--- src/rtl/gate_sweep_ctrl.sv ---
// gate_sweep_ctrl: self-test sequencer for one 2-input gate.
// Drives {A,B} through 00, 01, 10, 11. Each vector is held SETTLE_CYCLES+1 cycles,
// then Y is checked against the truth table chosen by gate_sel.
// Optional feature: define GATE_SWEEP_ERRLOG_EN to add first-failure logging outputs.
module gate_sweep_ctrl #(
    parameter int unsigned SETTLE_CYCLES = 1
) (
    input  logic       clk,
    input  logic       rst,
    input  logic       start,
    input  logic [2:0] gate_sel,
    output logic       A,
    output logic       B,
    input  logic       Y,
    output logic       busy,
    output logic       done,
    output logic       pass,
    output logic [3:0] fail_mask
`ifdef GATE_SWEEP_ERRLOG_EN
    ,
    output logic       first_fail_vld,
    output logic [1:0] first_fail_vec,
    output logic       first_fail_y
`endif
);

    typedef enum logic {
        IDLE,
        RUN
    } state_t;

    localparam logic [7:0] SETTLE = SETTLE_CYCLES[7:0];

    state_t     state_q, state_d;
    logic [1:0] vec_q, vec_d;
    logic [7:0] cnt_q, cnt_d;
    logic [3:0] tt_q, tt_d;
    logic       busy_q, busy_d;
    logic       done_q, done_d;
    logic       pass_q, pass_d;
    logic [3:0] fail_mask_q, fail_mask_d;
    logic       mismatch;
`ifdef GATE_SWEEP_ERRLOG_EN
    logic       ff_vld_q, ff_vld_d;
    logic [1:0] ff_vec_q, ff_vec_d;
    logic       ff_y_q, ff_y_d;
`endif

    // Expected Y for each vector, bit index = {A,B}; 6 and 7 have no table
    function automatic logic [3:0] truth_table(input logic [2:0] sel);
        case (sel)
            3'd0:    truth_table = 4'b1000;
            3'd1:    truth_table = 4'b0111;
            3'd2:    truth_table = 4'b1110;
            3'd3:    truth_table = 4'b0001;
            3'd4:    truth_table = 4'b0110;
            3'd5:    truth_table = 4'b1001;
            default: truth_table = 4'b0000;
        endcase
    endfunction

    // Next-state and result logic: settle counting, sampling and vector stepping
    always_comb begin
        state_d     = state_q;
        vec_d       = vec_q;
        cnt_d       = cnt_q;
        tt_d        = tt_q;
        busy_d      = busy_q;
        done_d      = 1'b0;
        pass_d      = pass_q;
        fail_mask_d = fail_mask_q;
        mismatch    = 1'b0;
`ifdef GATE_SWEEP_ERRLOG_EN
        ff_vld_d    = ff_vld_q;
        ff_vec_d    = ff_vec_q;
        ff_y_d      = ff_y_q;
`endif
        case (state_q)
            IDLE: begin
                if (start) begin
                    if (gate_sel <= 3'd5) begin
                        tt_d        = truth_table(gate_sel);
                        pass_d      = 1'b0;
                        fail_mask_d = 4'b0000;
                        vec_d       = 2'd0;
                        cnt_d       = 8'd0;
                        busy_d      = 1'b1;
                        state_d     = RUN;
`ifdef GATE_SWEEP_ERRLOG_EN
                        ff_vld_d    = 1'b0;
                        ff_vec_d    = 2'd0;
                        ff_y_d      = 1'b0;
`endif
                    end else begin
                        done_d      = 1'b1;
                        pass_d      = 1'b0;
                        fail_mask_d = 4'b1111;
`ifdef GATE_SWEEP_ERRLOG_EN
                        ff_vld_d    = 1'b1;
                        ff_vec_d    = 2'd0;
                        ff_y_d      = 1'b0;
`endif
                    end
                end
            end
            RUN: begin
                if (cnt_q != SETTLE) begin
                    cnt_d = cnt_q + 8'd1;
                end else begin
                    mismatch            = (Y != tt_q[vec_q]);
                    fail_mask_d[vec_q]  = fail_mask_q[vec_q] | mismatch;
`ifdef GATE_SWEEP_ERRLOG_EN
                    if (mismatch && !ff_vld_q) begin
                        ff_vld_d = 1'b1;
                        ff_vec_d = vec_q;
                        ff_y_d   = Y;
                    end
`endif
                    if (vec_q != 2'd3) begin
                        vec_d = vec_q + 2'd1;
                        cnt_d = 8'd0;
                    end else begin
                        state_d = IDLE;
                        busy_d  = 1'b0;
                        done_d  = 1'b1;
                        pass_d  = (fail_mask_d == 4'b0000);
                    end
                end
            end
            default: state_d = IDLE;
        endcase
    end

    // State and result registers; reset aborts any sweep without a done pulse
    always_ff @(posedge clk or posedge rst) begin
        if (rst) begin
            state_q     <= IDLE;
            vec_q       <= 2'd0;
            cnt_q       <= 8'd0;
            tt_q        <= 4'b0000;
            busy_q      <= 1'b0;
            done_q      <= 1'b0;
            pass_q      <= 1'b0;
            fail_mask_q <= 4'b0000;
`ifdef GATE_SWEEP_ERRLOG_EN
            ff_vld_q    <= 1'b0;
            ff_vec_q    <= 2'd0;
            ff_y_q      <= 1'b0;
`endif
        end else begin
            state_q     <= state_d;
            vec_q       <= vec_d;
            cnt_q       <= cnt_d;
            tt_q        <= tt_d;
            busy_q      <= busy_d;
            done_q      <= done_d;
            pass_q      <= pass_d;
            fail_mask_q <= fail_mask_d;
`ifdef GATE_SWEEP_ERRLOG_EN
            ff_vld_q    <= ff_vld_d;
            ff_vec_q    <= ff_vec_d;
            ff_y_q      <= ff_y_d;
`endif
        end
    end

    assign A         = vec_q[1];
    assign B         = vec_q[0];
    assign busy      = busy_q;
    assign done      = done_q;
    assign pass      = pass_q;
    assign fail_mask = fail_mask_q;
`ifdef GATE_SWEEP_ERRLOG_EN
    assign first_fail_vld = ff_vld_q;
    assign first_fail_vec = ff_vec_q;
    assign first_fail_y   = ff_y_q;
`endif

endmodule
--- config.mk ---
export PLATFORM = sky130hd
export DESIGN_NAME = gate_sweep_ctrl
export DESIGN_NICKNAME = d
export VERILOG_FILES = /design/src/rtl/gate_sweep_ctrl.sv
export SDC_FILE = /design/constraint.sdc
export NUM_CORES = 1
export LEC_CHECK = 0
export BUFFER_PORTS_ARGS = -buffer_cell sky130_fd_sc_hd__buf_2
export CORE_ASPECT_RATIO = 0.7
export CORE_MARGIN = 2
export CORE_UTILIZATION = 51
export DETAILED_ROUTE_END_ITERATION = 8
export PLACE_DENSITY = 0.72
export REMOVE_ABC_BUFFERS = 1
export SYNTH_ARGS = -nofsm -noshare
export SYNTH_HDL_FRONTEND = slang
export SYNTH_SLANG_ARGS = --single-unit
--- constraint.sdc ---
create_clock -name clk -period 1.75 [get_ports clk]
set_input_delay 0.35 -clock clk [delete_from_list [all_inputs] [get_ports clk]]
set_output_delay 0.35 -clock clk [all_outputs]
set_load 0.05 [all_outputs]
==> results of run 1 <==
[cell usage after synthesis]
cell type / count / share of area [%]
a21o_1: 2 / 1.2
o211ai_1: 4 / 2.4
a31oi_1: 1 / 0.50
and3_1: 4 / 2.0
and2_2: 1 / 0.60
inv_1: 10 / 3.0
nor4b_1: 1 / 0.70
o21bai_1: 1 / 0.60
nand4_1: 1 / 0.50
or4b_4: 2 / 2.2
buf_2: 1 / 0.40
nand3b_1: 1 / 0.60
o2bb2ai_4: 1 / 2.2
nor2b_1: 1 / 0.50
nor3_1: 2 / 0.80
nor2_1: 6 / 1.8
nand3_1: 3 / 1.2
a21boi_0: 1 / 0.60
a311oi_1: 4 / 2.8
o21ai_0: 5 / 2.0
o2bb2ai_1: 2 / 1.4
dfrtp_1: 21 / 42
ha_1: 6 / 6.0
nand2_1: 16 / 4.8
nand2b_1: 2 / 1.0
a41oi_1: 1 / 0.70
o22ai_1: 6 / 3.0
a21boi_4: 1 / 1.5
xor2_1: 6 / 4.2
buf_1: 1 / 0.30
a21oi_1: 1 / 0.40
xnor2_1: 2 / 1.4
mux2i_1: 4 / 3.2
and2_1: 2 / 1.0
nor4_1: 1 / 0.50
or3_1: 2 / 1.0
o2111ai_1: 1 / 0.70
[state kept, by name, indices dropped and copies added (netlist names)]
| name | cells |
|---|---|
| vec_q | 2 |
| cnt_q | 8 |
| pass | 1 |
| state_q | 1 |
| done | 1 |
| busy | 1 |
| fail_mask | 4 |
| tt_q | 3 |
[cell families after synthesis]
kind of cell             share of synthesized area, %
adder cells (fa/ha/maj)                          6.02
AND/OR/NAND/NOR                                  19.3
AO/OA/AOI/OAI                                    20.1
multiplexers                                     3.21
flip-flops                                       42.1
XOR/XNOR                                         5.62
buffers and inverters                            3.71
[metal layers]
| layer | GRT usage (%) | wire [microns] |
|---|---|---|
| met2 | 34.3 | 1150 |
| met1 | 32.2 | 1350 |
| met5 | 0 | 0 |
| met3 | 5.20 | 132 |
| met4 | 4.00 | 13 |
[per-stage QoR]
| stage | hold WS, ns | utilization [%] | power (mW) | cells |
|---|---|---|---|---|
| CTS | 0.0522 | 68.3 | 2.74 | 192 |
| global placement | 0.388 | 65.9 | 2.42 | 187 |
| finish | 0.0524 | 68.8 | 2.76 | 193 |
| global route | 0.0911 | 68.8 | 2.98 | 193 |
| detailed placement | 0.399 | 65.9 | 2.45 | 187 |
| floorplan | 0.327 | - | 1.93 | 125 |
[tightest hold or removal path: stages]
cell and delay [ns]:
buf_2 0.10, inv_1 0.04, buf_4 0.26
[final timing paths]
check | depth (start not counted) | startpoint | end
min | 3 | rst | cnt_q[5]$_DFFE_PP0P_
max reg2reg | 6 | cnt_q[1]$_DFFE_PP0P_ | vec_q[0]$_DFFE_PP0P_
max in group asynchronous | 3 | rst | tt_q[2]$_DFFE_PP0P_
max | 6 | cnt_q[1]$_DFFE_PP0P_ | vec_q[0]$_DFFE_PP0P_
min in group clk | 3 | gate_sel[0] | tt_q[0]$_DFFE_PP0P_
min reg2reg | 2 | busy$_DFFE_PP0P_ | busy$_DFFE_PP0P_
[area by class of cell]
type                       instances  area, sq um  share of cell area [%]
timing repair buffer              32          203                    13.2
tap                               32         40.0                    2.62
multi-input combinational         94          698                    45.6
sequential                        21          526                    34.3
clock buffer                       4         26.3                    1.72
inverter                          10         37.5                    2.45
[where the power goes]
part	total (mW)	internal (mW)	switching [mW]	leakage, nW
registers	0.835	0.662	0.174	0.262
logic	1.70	0.715	0.980	0.472
clock network	0.228	0.0888	0.139	0.0150
[repair_timing]
action	CTS	global route
setup buffers	1	1
pin swaps	2	5
resized for setup	5	1
setup endpoints to repair	11	11
==> impl_metrics.env, run 1 <==
export IMPL_layout_drive_gt1_share_pct=27.3
export IMPL_ys_ff_latch=21
export IMPL_fill_cells=183
export IMPL_fmax_mhz=577
export IMPL_fin_ws_ns=0.0183
export IMPL_yosys_warnings=0
export IMPL_die_height_microns=45.4
export IMPL_seq_area_frac_synth_pct=42.1
export IMPL_worstSetupPathType="reg2reg"
export IMPL_area_growth_pct=22.7
export IMPL_htree_levels=1
export IMPL_drtIter0Drc=39
export IMPL_final_area_sq_mm=0.00153
export IMPL_grt_pass1_vias=1012
export IMPL_route_vias_total=1061
export IMPL_drt_pass1_iterations=4
export IMPL_start_kind="flip-flop"
export IMPL_synth_cell_types=37
export IMPL_peakVddDrop_v=0.00105
export IMPL_cp_top_family="simple AND/OR/NAND/NOR gates"
export IMPL_clk_pin_slew_ns=0.11
export IMPL_netlist_area_sq_mm=0.00125
export IMPL_dp_hpwl_microns=2080
export IMPL_cts_buffers_inserted=3
export IMPL_antenna_found_initial=0
export IMPL_crit_required_ns=1.94
export IMPL_grt_total_usage_pct=22.0
export IMPL_antenna_left=0
export IMPL_drv_slew=0
export IMPL_r2r_slack_ns=0.02
export IMPL_endpoint_kind="flip-flop"
export IMPL_finalSetupTns_ns=0
export IMPL_ios=16
export IMPL_mostFrequentLayoutCells="dfrtp_1, buf_4, nand2_1"
export IMPL_grt_pass1_wl_microns=4740
export IMPL_setup_violations=0
export IMPL_nets=175
export IMPL_place_ws_ns=-0.0733
export IMPL_hp_class="in2async"
export IMPL_diodes=0
export IMPL_min_period_over_period_pct=99.0
export IMPL_cts_tree="done"
export IMPL_remaining_drc_errors=0
export IMPL_grt_max_degree=22
export IMPL_critPathMaxStageDelay_ns=0.48
export IMPL_die_w_microns=63.1
export IMPL_place_gp_congestion=0.847
export IMPL_die_area_sq_mm=0.00286
export IMPL_avgSynthCellArea_sq_um=9.82
export IMPL_place_area_sq_mm=0.00147
export IMPL_final_common_cell="dfrtp_1"
export IMPL_wl_per_cell_microns=13.7
export IMPL_num_rows=14
export IMPL_root_buffer="clkbuf_4"
export IMPL_hold_buffers=0
export IMPL_rsz0062_at_grt="true"
export IMPL_hold_viol=0
export IMPL_path_cells="inv_2 -> ha_4 -> or4b_4 -> o2bb2ai_4 -> a21boi_4 -> mux2i_1"
export IMPL_worstSkewPairLatency_ns=0.30
export IMPL_status="completed"
export IMPL_wirelength_microns=2650
export IMPL_viasPerCell=5.50
export IMPL_tightest_slew_ns=0.516
export IMPL_cpMaxStageDelayCell="or4b_4"
export IMPL_worstPathArrival_ns=1.92
export IMPL_port_buffers=15
export IMPL_worst_path_buf_inv=1
export IMPL_clock_path_buffers=2
export IMPL_syn_inst=127
export IMPL_fin_skew_ns=0.00400
export IMPL_max_cap_violations=0
export IMPL_power_density_mw_per_mm2=1800
export IMPL_start_util_pct=56.1
export IMPL_slew_headroom_pct=65.3
export IMPL_fin_crit_ns=1.73
export IMPL_leakagePower_nw=0.749
export IMPL_crit_fanout=8
export IMPL_coreArea_sq_mm=0.00222
export IMPL_grt_overflow=0
export IMPL_clock_sinks=21
(Power assumes the default switching activity.)
==> inputs of run 2 (changes only) <==
--- a/config.mk
+++ b/config.mk
@@ -9,8 +9,9 @@
 export CORE_ASPECT_RATIO = 0.7
 export CORE_MARGIN = 2
 export CORE_UTILIZATION = 51
+export CTS_CLUSTER_DIAMETER = 120
 export DETAILED_ROUTE_END_ITERATION = 8
-export PLACE_DENSITY = 0.72
+export PLACE_DENSITY = 0.74
 export REMOVE_ABC_BUFFERS = 1
 export SYNTH_ARGS = -nofsm -noshare
 export SYNTH_HDL_FRONTEND = slang
==> run 2 against run 1 <==
Power up 2.0%. Routed wire length is 17% higher. Combinational power hardly changed. Fmax decreased by 1.4%. Clock skew grew 0.0011 ns. The flow now finishes with violations (negative setup slack). Utilization down 0.11 points. Flip-flop and latch count unchanged. Non-clock buffer count is 2 lower. Register-to-register slack worse by 0.02 ns.
==> impl_metrics.env, run 2 (synthesis results as in run 1) <==
export IMPL_dp_hpwl_microns=2340
export IMPL_wirelength_microns=3090
export IMPL_critPathMaxStageDelay_ns=0.47
export IMPL_crit_fanout=8
export IMPL_grt_pass1_wl_microns=5120
export IMPL_num_rows=14
export IMPL_fin_ws_ns=-0.00658
export IMPL_area_growth_pct=22.5
export IMPL_grt_overflow=0
export IMPL_grt_busiest_layer="met2"
export IMPL_grt_total_usage_pct=24.3
export IMPL_root_buffer="clkbuf_4"
export IMPL_final_common_cell="dfrtp_1"
export IMPL_layout_drive_gt1_share_pct=27.0
export IMPL_setup_violations=1
export IMPL_leakagePower_nw=0.743
export IMPL_drv_slew=0
export IMPL_largest_register_ffs=8
export IMPL_final_cells=191
export IMPL_mostFrequentLayoutCells="dfrtp_1, nand2_1, buf_2, buf_4, inv_1"
export IMPL_antenna_found_initial=0
export IMPL_cts_tree="done"
export IMPL_coreArea_sq_mm=0.00222
export IMPL_dpl_cell_count=186
export IMPL_hold_viol=0
export IMPL_htree_levels=1
export IMPL_place_ws_ns=-0.0569
export IMPL_wl_per_cell_microns=16.2
export IMPL_grt_use_met3_pct=5.94
export IMPL_die_w_microns=63.1
export IMPL_violations="negative setup slack"
export IMPL_cp_top_family="simple AND/OR/NAND/NOR gates"
export IMPL_fin_crit_ns=1.76
export IMPL_crit_required_ns=1.95
export IMPL_endpoint_kind="flip-flop"
export IMPL_cpMaxStageDelayCell="or4b_4"
export IMPL_start_util_pct=56.1
export IMPL_port_buffers=15
export IMPL_place_gp_congestion=0.889
export IMPL_fmax_mhz=569
export IMPL_power_density_mw_per_mm2=1840
export IMPL_totalPowerFinal_mw=2.82
export IMPL_hp_class="in2async"
export IMPL_tightest_slew_ns=0.567
export IMPL_rsz0062_at_grt="true"
export IMPL_worst_path_buf_inv=1
export IMPL_status="complete, but fails checks"
export IMPL_worstSetupPathType="reg2reg"
export IMPL_drtIter0Drc=54
export IMPL_hold_buffers=0
export IMPL_viasPerCell=5.69
export IMPL_path_cells="inv_2 -> ha_4 -> or4b_4 -> o2bb2ai_4 -> a21boi_4 -> mux2i_1"
export IMPL_slew_headroom_pct=62.2
export IMPL_worstSkewPairLatency_ns=0.31
export IMPL_peakVddDrop_v=0.000995
export IMPL_drt_pass1_iterations=4
export IMPL_largest_register="cnt_q"
export IMPL_max_cap_violations=0
export IMPL_clk_pin_slew_ns=0.12
export IMPL_grt_pass1_vias=1096
export IMPL_clock_sinks=21
export IMPL_ios=16
export IMPL_antenna_left=0
export IMPL_remaining_drc_errors=0
export IMPL_nets=173
export IMPL_use_met1_pct=33.6
export IMPL_grt_max_degree=22
export IMPL_clock_path_buffers=2
export IMPL_die_height_microns=45.4
export IMPL_fin_skew_ns=0.00505
export IMPL_min_period_over_period_pct=100
export IMPL_cts_buffers_inserted=3
export IMPL_die_area_sq_mm=0.00286
export IMPL_route_vias_total=1087
export IMPL_worstPathArrival_ns=1.96
export IMPL_use_met2_pct=38.7
export IMPL_diodes=0
export IMPL_start_kind="flip-flop"
export IMPL_finalSetupTns_ns=-0.00658
## run 2: per-layer routing
metal / share of wire (%) / routed length, microns
met1: 48 / 1470
met3: 6.2 / 192
met2: 46 / 1410
met4: 0.49 / 15
met5: 0 / 0
## run 2: layout make-up
type	instances	area, sq um
timing repair buffer	30	188
tap	32	40.0
multi-input combinational	94	709
inverter	10	37.5
sequential	21	526
clock inverter	1	5.00
fill	188	697
clock buffer	3	22.5
## run 2: metrics by stage
stage                     instance area [sq um]  hold slack [ns]  util, %
after floorplan                            1240            0.327        -
after global placement                     1460            0.391     65.6
after detailed placement                   1460            0.390     65.6
after CTS                                  1510           0.0371     67.7
after global routing                       1530           0.0588     68.7
final                                      1530           0.0403     68.7
## run 2: worst paths after layout
path | slack (ns) | to | from | cells past startpoint
worst max-delay path | -0.007 | vec_q[0]$_DFFE_PP0P_ | cnt_q[1]$_DFFE_PP0P_ | 6
worst min-delay path | 0.04 | cnt_q[7]$_DFFE_PP0P_ | rst | 3
worst max register to register | -0.007 | vec_q[0]$_DFFE_PP0P_ | cnt_q[1]$_DFFE_PP0P_ | 6
worst min register to register | 0.49 | busy$_DFFE_PP0P_ | busy$_DFFE_PP0P_ | 2
max in group asynchronous | 1.48 | cnt_q[6]$_DFFE_PP0P_ | rst | 3
min in group clk | 0.29 | tt_q[0]$_DFFE_PP0P_ | gate_sel[0] | 3
## run 2: worst min-delay path: cells and delay by family
| kind | cells | cell delay, ns |
|---|---|---|
| buf+inv | 3 | 0.40 |
## run 2: power by group
group	switching, mW	internal, mW	total (mW)
logic	1.04	0.690	1.73
clock network	0.152	0.0856	0.237
registers	0.191	0.661	0.852
## run 2: repair_timing
item | 4_1_cts | 5_1_grt
endpoints found under the setup margin | 12 | 15
setup buffers | 1 | 0
pin swaps | 4 | 3
resized for setup | 4 | 3
